===== src/rtl/alu_seq_pkg.sv =====
// Shared definitions for the ALU sequencer: FSM encoding, op field layout,
// ALU control codes and flag bit positions.
package alu_seq_pkg;

   typedef enum logic [1:0] {
      ST_IDLE = 2'd0,
      ST_LO   = 2'd1,
      ST_HI   = 2'd2,
      ST_DONE = 2'd3
   } state_t;

   localparam int OP_CIN_BIT  = 0;
   localparam int OP_CTRL_LSB = 1;
   localparam int OP_CTRL_MSB = 3;

   localparam logic [2:0] CTRL_ADD   = 3'b000;
   localparam logic [2:0] CTRL_SHIFT = 3'b100;

   localparam int FLAG_N = 3;
   localparam int FLAG_Z = 2;
   localparam int FLAG_C = 1;
   localparam int FLAG_V = 0;

endpackage


===== src/rtl/alu_flag_reg.sv =====
// {N,Z,C,V} flag register for the ALU sequencer; only built when
// ALU_SEQ_FLAGS_EN is defined.
`ifdef ALU_SEQ_FLAGS_EN
module alu_flag_reg
   import alu_seq_pkg::*;
(
   input  logic       clk,
   input  logic       rst,
   input  logic       lo_cap,
   input  logic       load,
   input  logic       hi_pass,
   input  logic       neg,
   input  logic       zero,
   input  logic       carry,
   input  logic       ovf,
   output logic [3:0] flags
);

   logic       z_lo;
   logic [3:0] flags_nxt;

   // A double-width result is zero only when both halves were zero.
   always_comb begin
      flags_nxt         = '0;
      flags_nxt[FLAG_N] = neg;
      flags_nxt[FLAG_Z] = hi_pass ? (z_lo & zero) : zero;
      flags_nxt[FLAG_C] = carry;
      flags_nxt[FLAG_V] = ovf;
   end

   always_ff @(posedge clk) begin
      if (rst) begin
         z_lo  <= 1'b0;
         flags <= '0;
      end else begin
         if (lo_cap) z_lo  <= zero;
         if (load)   flags <= flags_nxt;
      end
   end

endmodule
`endif


===== src/rtl/alu_sequencer.sv =====
// Runs one n-bit or 2n-bit operation through an external n-bit ALU, one or two
// passes per request. Flag storage is present only with ALU_SEQ_FLAGS_EN defined.
module alu_sequencer
   import alu_seq_pkg::*;
#(
   parameter int n = 4,
   parameter int m = 2
) (
   input  logic           clk,
   input  logic           rst,
   input  logic           in_valid,
   output logic           in_ready,
   input  logic [3:0]     op,
   input  logic           dbl,
   input  logic [2*n-1:0] a_in,
   input  logic [2*n-1:0] b_in,
   output logic [n-1:0]   alu_a,
   output logic [n-1:0]   alu_b,
   output logic [2:0]     alu_ctrl,
   output logic           alu_cin,
   input  logic [n-1:0]   alu_f,
   input  logic           alu_cout,
   input  logic           alu_v,
   input  logic           alu_z,
   output logic           out_valid,
   input  logic           out_ready,
   output logic [2*n-1:0] result,
   output logic [3:0]     flags,
   output logic [1:0]     state_dbg
);

   // Handshake: a request transfers on a rising edge where in_valid && in_ready;
   // a result transfers on a rising edge where out_valid && out_ready. Both
   // valid and ready are level signals; result/flags hold while out_valid waits.

   localparam int unused_shift_w = m;

   state_t         state, state_nxt;
   logic [3:0]     op_q;
   logic           dbl_q;
   logic [2*n-1:0] a_q, b_q;
   logic           lo_cout;
   logic [2:0]     ctrl;
   logic           two_pass;

   assign ctrl      = op_q[OP_CTRL_MSB:OP_CTRL_LSB];
   // Shifts never chain across halves, so dbl is ignored for them.
   assign two_pass  = dbl_q && (ctrl != CTRL_SHIFT);
   assign state_dbg = state;

   always_comb begin
      state_nxt = state;
      in_ready  = 1'b0;
      out_valid = 1'b0;
      alu_a     = '0;
      alu_b     = '0;
      alu_ctrl  = '0;
      alu_cin   = 1'b0;
      case (state)
         ST_IDLE: begin
            in_ready = 1'b1;
            if (in_valid) state_nxt = ST_LO;
         end
         ST_LO: begin
            alu_a     = a_q[n-1:0];
            alu_b     = b_q[n-1:0];
            alu_ctrl  = ctrl;
            alu_cin   = op_q[OP_CIN_BIT];
            state_nxt = two_pass ? ST_HI : ST_DONE;
         end
         ST_HI: begin
            alu_a     = a_q[2*n-1:n];
            alu_b     = b_q[2*n-1:n];
            alu_ctrl  = ctrl;
            alu_cin   = (ctrl == CTRL_ADD) ? lo_cout : op_q[OP_CIN_BIT];
            state_nxt = ST_DONE;
         end
         ST_DONE: begin
            out_valid = 1'b1;
            if (out_ready) state_nxt = ST_IDLE;
         end
         default: state_nxt = ST_IDLE;
      endcase
   end

   always_ff @(posedge clk) begin
      if (rst) begin
         state   <= ST_IDLE;
         op_q    <= '0;
         dbl_q   <= 1'b0;
         a_q     <= '0;
         b_q     <= '0;
         lo_cout <= 1'b0;
         result  <= '0;
      end else begin
         state <= state_nxt;
         case (state)
            ST_IDLE: begin
               if (in_valid) begin
                  op_q  <= op;
                  dbl_q <= dbl;
                  a_q   <= a_in;
                  b_q   <= b_in;
               end
            end
            ST_LO: begin
               result[n-1:0]   <= alu_f;
               result[2*n-1:n] <= '0;
               lo_cout         <= alu_cout;
            end
            ST_HI: result[2*n-1:n] <= alu_f;
            default: ;
         endcase
      end
   end

`ifdef ALU_SEQ_FLAGS_EN
   // N comes from alu_f[n-1] on the final pass, which is the MSB of the executed width.
   alu_flag_reg u_flag_reg (
      .clk     (clk),
      .rst     (rst),
      .lo_cap  (state == ST_LO),
      .load    (((state == ST_LO) && !two_pass) || (state == ST_HI)),
      .hi_pass (state == ST_HI),
      .neg     (alu_f[n-1]),
      .zero    (alu_z),
      .carry   (alu_cout),
      .ovf     (alu_v),
      .flags   (flags)
   );
`else
   logic unused_flag_inputs;
   assign unused_flag_inputs = alu_v ^ alu_z;
   assign flags = 4'b0000;
`endif

endmodule


===== config.mk =====
export PLATFORM = sky130hd
export DESIGN_NAME = alu_sequencer
export DESIGN_NICKNAME = d
export VERILOG_FILES = /design/src/rtl/alu_seq_pkg.sv /design/src/rtl/alu_flag_reg.sv /design/src/rtl/alu_sequencer.sv
export SDC_FILE = /design/constraint.sdc
export NUM_CORES = 1
export LEC_CHECK = 0
export ABC_AREA = 1
export BUFFER_PORTS_ARGS = -buffer_cell sky130_fd_sc_hd__buf_4
export CAP_MARGIN = 30
export CELL_PAD_IN_SITES_DETAIL_PLACEMENT = 1
export CELL_PAD_IN_SITES_GLOBAL_PLACEMENT = 2
export CORE_MARGIN = 10
export CORE_UTILIZATION = 26
export CTS_CLUSTER_DIAMETER = 60
export DETAILED_ROUTE_END_ITERATION = 10
export PLACE_DENSITY_LB_ADDON = 0.1
export SLEW_MARGIN = 0
export SYNTH_ARGS = -nofsm -noshare
export SYNTH_HDL_FRONTEND = slang
export SYNTH_SLANG_ARGS = --single-unit

===== constraint.sdc =====
create_clock -name clk -period 3.2 [get_ports clk]
set_input_delay 0.32 -clock clk [delete_from_list [all_inputs] [get_ports clk]]
set_output_delay 0.32 -clock clk [all_outputs]
set_load 0.02 [all_outputs]

After elaboration in Yosys (flattened, before gate mapping):

Index checks and enable logic that the tools add are counted.

* memories kept: 0
* RAM bits: 0
* flip-flop bits (word level): 32
* memory bits (read-only): 0
* word-level logic and storage cells: 33
* latch bits: 0
* output and inout port bits: 28

* reductions and logical operators: 7
* bitwise operators: 0
* $mul: 0
* mux-type cells: 12
* div/mod/pow operators: 0
* shift-type cells: 0
* order comparisons: 0
* eq/ne operators: 6
* $add $sub $neg: 0

Operators by type and width (number)
* 4-bit case mux with 2 select lines: 3
* 2-bit case mux with 4 select lines: 1
* 2-bit equality test, second input constant: 2
* 1-bit 2-to-1 mux: 4
* 2-bit 2-to-1 mux: 2
* 2-bit != test, second input constant: 2
* 2-bit AND reduction: 2
* 3-bit zero test: 1
* 3-bit 2-to-1 mux: 1
* 3-bit != test, second input constant: 1
* 2-bit by 1-bit equality test with 1-bit output, second input constant: 1
* 2-bit zero test: 1
* 1-bit case mux with 2 select lines: 1
* 2-bit nonzero test: 1
* 2-bit OR reduction: 1
* 1-bit logical AND: 1

Longest topological paths before layout:

* depth after elaboration: 4
* gate-level depth with buffers: 8

Worst setup path before layout:

OpenSTA, ideal clock, no wires.

* path kind: register -> output
* start: register state[0], in the netlist state_dbg[0]
* end: output port alu_a[0]
* cell stages (with the launch flop): 7
* buffers on the path: 2
* required time: 2.880 ns
* path slack: 1.303 ns
* data arrival time: 1.577 ns
* cells stage by stage: dfxtp_1 > inv_1 > ha_1 > buf_4 > inv_1 > buf_6 > a21oi_1

* word-level cells in the longest chain between the ends: 2

Ends and longest elaborated chain
* from (decl): line alu_sequencer.sv:38 `state_t state, state_nxt;`
* from (signal assigned): line alu_sequencer.sv:96 `state <= state_nxt;`
* 2-bit equality test or 2-bit by 1-bit equality test with 1-bit output (tied branches): line alu_sequencer.sv:59 `case (state)`
* 4-bit case mux with 2 select lines *: line alu_sequencer.sv:59
* to (decl): line alu_sequencer.sv:17 `output logic [n-1:0] alu_a,`

Mark *: on every way between the ends. The rest lies on a longest branch, timed or not.

Worst setup path in the final report:

* start: register state[0], in the netlist state_dbg[0]
* end: output port alu_a[2]

The elaborated chain is that of the path after synthesis.

==> results.txt <==
* Switching Power: roughly 740 uW
* Die height: 94.6 microns
- Global-route wire length before repair: 7400 microns
* Vias in the first global route: 1577
- Worst Hold Slack: 211 ps
- The run finished with clean final reports.
- Fill cells in the final layout number 691.
* Cell type with the highest occurrence count on the critical path: sky130_fd_sc_hd__inv_1
- TNS Setup: 0 ps
- The number of hold violations in the final report is 0.
* Std-Cell Rows: 27
- Max Freq: 424 MHz
* Maximum number of pins on one net before global-route repair: 32
- STA classifies the critical path endpoint as an output pin.
- Clock Skews: 3.97 ps
* Core region area: 0.00544 sq mm
- CTS built an H-tree with a depth of 2.
- Highest fanout seen on the critical path: 13
* Share of total power in the clock network: 17.2%
- Clock tree from TritonCTS: yes
* Max-cap violation count: 0
* Max VDD drop: 0.615 mV
* WL final: 4500 microns
* Placed cell areas: 0.00184 sq mm
* Relative slew margins: roughly half
- Adder-Cell Fraction of Synth Area: roughly 4.3%
- In this run the static leakage power is between 0.0008 and 0.0009 uW.
- Final cycle utilization of the critical path: 73.7%
- Worst setup slack for register-to-register paths: 1450 ps
- Width of the die: around 95 microns
- The worst setup path is of the register to output pin kind.
- FF-to-FF path depth: 5
* Family of cells with the greatest summed delay on the critical path: buffers and inverters
- Data arrival time of the critical path: between 2000 and 2500 ps
* Area grow syn2layout: 32.7%
- Net switching is 44.0% of the power.
- Clock slew at reported path FFs: 60 ps
- Antenna viol nets, final: 0
- Count of instances resized after the clock tree is built: 0
- Global-route usage over all layers: 10.4%
* Net total in the final layout: 286
* Dpl hpwl: 3280 microns
* Initial DRC Count: 47
* Count of mapped cells out of synthesis: 200
- At the worst endpoint, the required time is 2880 ps.
- Syn. warnings: 0
- For this design the ratio of total power to cell area is 879 mW/mm^2.
- Sequential Power Share: 35.0%
* Largest family of logic cells by synthesized area: simple AND/OR/NAND/NOR gates
* Capture endpoint of the worst hold path: state_dbg[0]$_SDFFE_PP0P_
* Number of post-CTS setup repair buffers: 0
- Global routing finished with a remaining overflow of 0.
- Counting every sink on the clock net gives 32.
- Number of buffer cells added on primary ports: 53
- The first detailed-routing pass took 4 iterations.
* Least setup slack across all paths after layout: ~840 ps
- Summing the areas of all and, or, nand and nor instances in the mapped netlist gives 22.1% of the synthesized area.
* Final Max Tran Viols: 0
* Min-delay src: rst
- The slowest stage of the critical path belongs to the cell sky130_fd_sc_hd__ha_1.
- For the pin with the worst max-slew slack, the measured transition is 774 ps.
- Summed instance area of the synthesized netlist: 0.00145 sq mm
- Slowest stage delay, CP: 510 ps
- Traced cell by cell, the critical path runs through inv_1, ha_1, inv_1, a21oi_1, buf_4.
- The worst hold path belongs to the class input pin to register.
- In this run the critical register-to-register path is captured at result[6]$_SDFFE_PP0P_.
- Cell internal power was estimated by the tool at ~940 uW.
- The worst hold path was traced through 2 stages.
- The synthesized design contains 32 register bits.
- Timing analysis after detailed placement gives a worst setup slack of 1080 ps.
* Starting density of the core: 26.6%
* Final critical path time including I/O delays and setup: 2360 ps
* Synthesized-area fraction occupied by xor and xnor cells: 0%
- The share of total power dissipated in combinational logic is 47.9%.
- Skew-Pair Late Insertion Delay: 280 ps
* CTS root buf: sky130_fd_sc_hd__clkbuf_8
- Number of library cell types mapped by synthesis: 19
- DR WL/cell: 14.0 microns
* Antenna diode instance count: 0
- In this run the mean area of a mapped cell was 7.23 sq um.
- GP Congestion: 0.684
* Longest Clk Path Bufs: 2
- CTS Buf Count: 5
- Buffer and inverter count on the worst path: 3
- Layout cell share with drive strength beyond 1: between 20% and 30%
- The floorplan step defined a die boundary enclosing just under 0.009 sq mm.
- Number of top-level design ports: 60
- The worst setup path is launched from a register.
* Compound-cell area share of the yosys netlist: 18.1%
- The number of antenna violations at the first check in global routing is 0.
- Detailed routing inserted a total of 1412 vias.
- DR vias/cell: between 4 and 5
- Cts hold-fix bufs: 0
- Setup Viol. Count Final: 0
* Seq/Total Area, Yosys: 44.3%
- With fillers left out, the area of the finished cells amounts to 0.00192 sq mm.
- Measured against the total synthesized area, the mux share comes to 0%.
* Residual DRC count: 0
- Setup repair after global routing missed its margin: false
* Worst reg2reg startpoint: state_dbg[0]$_SDFFE_PP0P_
[power by group through the flow]
stage / Sequential (uW) / Combinational [uW] / Clock [uW]
2_1_floorplan: 638 / 540 / 0
3_3_place_gp: 598 / 830 / 0
3_5_place_dp: 600 / 830 / 0
4_1_cts: 593 / 835 / 299
5_1_grt: 610 / 929 / 320
6_report: 590 / 807 / 290
[worst max path at each step]
| stage | cells past startpoint | end | from |
|---|---|---|---|
| 6_report | 5 | alu_a[2] | state_dbg[0]$_SDFFE_PP0P_ |
| 4_1_cts | 5 | alu_a[2] | state_dbg[0]$_SDFFE_PP0P_ |
| 2_1_floorplan | 6 | alu_a[0] | state_dbg[0]$_SDFFE_PP0P_ |
| 5_1_grt | 5 | alu_a[2] | state_dbg[0]$_SDFFE_PP0P_ |
| 3_5_place_dp | 5 | alu_a[2] | state_dbg[0]$_SDFFE_PP0P_ |
| 3_3_place_gp | 5 | alu_cin | state_dbg[0]$_SDFFE_PP0P_ |
[cell type report]
cell class	count	area (sq um)	area share [%]
multi-input cells	143	658	34.3
flip-flops and latches	32	641	33.4
repair buffers	53	398	20.7
well taps	72	90.1	4.69
clock buffers	6	72.6	3.78
inverters	14	55.1	2.87
clock inverters	1	5.00	0.261
[synth_stat cells]
cell type                  instances  share of area [%]
sky130_fd_sc_hd__a21oi_1          17                5.9
sky130_fd_sc_hd__buf_12            1                1.4
sky130_fd_sc_hd__buf_2             3                1.0
sky130_fd_sc_hd__buf_4             6                3.1
sky130_fd_sc_hd__buf_6             1               0.78
sky130_fd_sc_hd__clkbuf_1          2               0.52
sky130_fd_sc_hd__clkbuf_2          1               0.35
sky130_fd_sc_hd__conb_1            1               0.26
sky130_fd_sc_hd__dfxtp_1          32                 44
sky130_fd_sc_hd__ha_1              5                4.3
sky130_fd_sc_hd__inv_1            13                3.4
sky130_fd_sc_hd__inv_4             1               0.43
sky130_fd_sc_hd__nand2_1          28                7.3
sky130_fd_sc_hd__nand2_2           1               0.43
sky130_fd_sc_hd__nor2_1           52                 13
sky130_fd_sc_hd__nor2_2            2               0.86
sky130_fd_sc_hd__o211ai_1          1               0.52
sky130_fd_sc_hd__o21ai_0          32                 11
sky130_fd_sc_hd__o21ai_2           1               0.61
[worst reg2reg max path, stage by stage (launching register included)]
cell                      delay [ps]
sky130_fd_sc_hd__dfxtp_1         440
sky130_fd_sc_hd__inv_1           120
sky130_fd_sc_hd__ha_1            510
sky130_fd_sc_hd__inv_1           310
sky130_fd_sc_hd__a21oi_1         210
sky130_fd_sc_hd__nor2_1           70
[registers in the layout (all words and copies together) (netlist names)]
signal	flops
state_dbg	2
dbl_q	1
lo_cout	1
a_q	8
result	8
b_q	8
op_q	4
[cells by family (layout without fill, tap and decap cells)]
kind of cell / after synthesis / count (layout)
AO/OA/AOI/OAI: 51 / 51
adder cells (fa/ha/maj): 5 / 5
buffers and inverters: 28 / 74
flip-flops: 32 / 32
other: 1 / 4
AND/OR/NAND/NOR: 83 / 83
[through the flow]
step / util, % / cells / total power, uW
floorplan: - / 203 / 1180
global placement: 33.9 / 314 / 1430
detailed placement: 33.9 / 314 / 1430
CTS: 35.3 / 321 / 1730
global route: 35.3 / 321 / 1860
finish: 35.3 / 321 / 1690
[layer usage]
layer  global-route usage (%)  part of all wire, %  vias up
met5                        0                    0        -
met2                     16.6                   44       37
li1                         -                    -      721
met4                     3.74                  1.4        0
met1                     12.4                   47      648
met3                     4.36                  7.7        6
[layout by cell type (no fill, tap or decap)]
| cell | Yosys | final |
|---|---|---|
| sky130_fd_sc_hd__a21oi_1 | 17 | 17 |
| sky130_fd_sc_hd__nand2_1 | 28 | 28 |
| sky130_fd_sc_hd__dfxtp_1 | 32 | 32 |
| sky130_fd_sc_hd__nor2_1 | 52 | 52 |
| sky130_fd_sc_hd__clkbuf_8 | 0 | 5 |
| sky130_fd_sc_hd__o21ai_0 | 32 | 32 |
| sky130_fd_sc_hd__buf_4 | 6 | 53 |
| sky130_fd_sc_hd__clkinv_2 | 0 | 1 |
| sky130_fd_sc_hd__o211ai_1 | 1 | 1 |
| sky130_fd_sc_hd__inv_1 | 13 | 13 |
| sky130_fd_sc_hd__o21ai_2 | 1 | 1 |
| sky130_fd_sc_hd__clkbuf_1 | 2 | 1 |
| sky130_fd_sc_hd__conb_1 | 1 | 4 |
| sky130_fd_sc_hd__inv_4 | 1 | 1 |
| sky130_fd_sc_hd__nand2_2 | 1 | 1 |
| sky130_fd_sc_hd__nor2_2 | 2 | 2 |
| sky130_fd_sc_hd__ha_1 | 5 | 5 |
(Power assumes the default switching activity.)
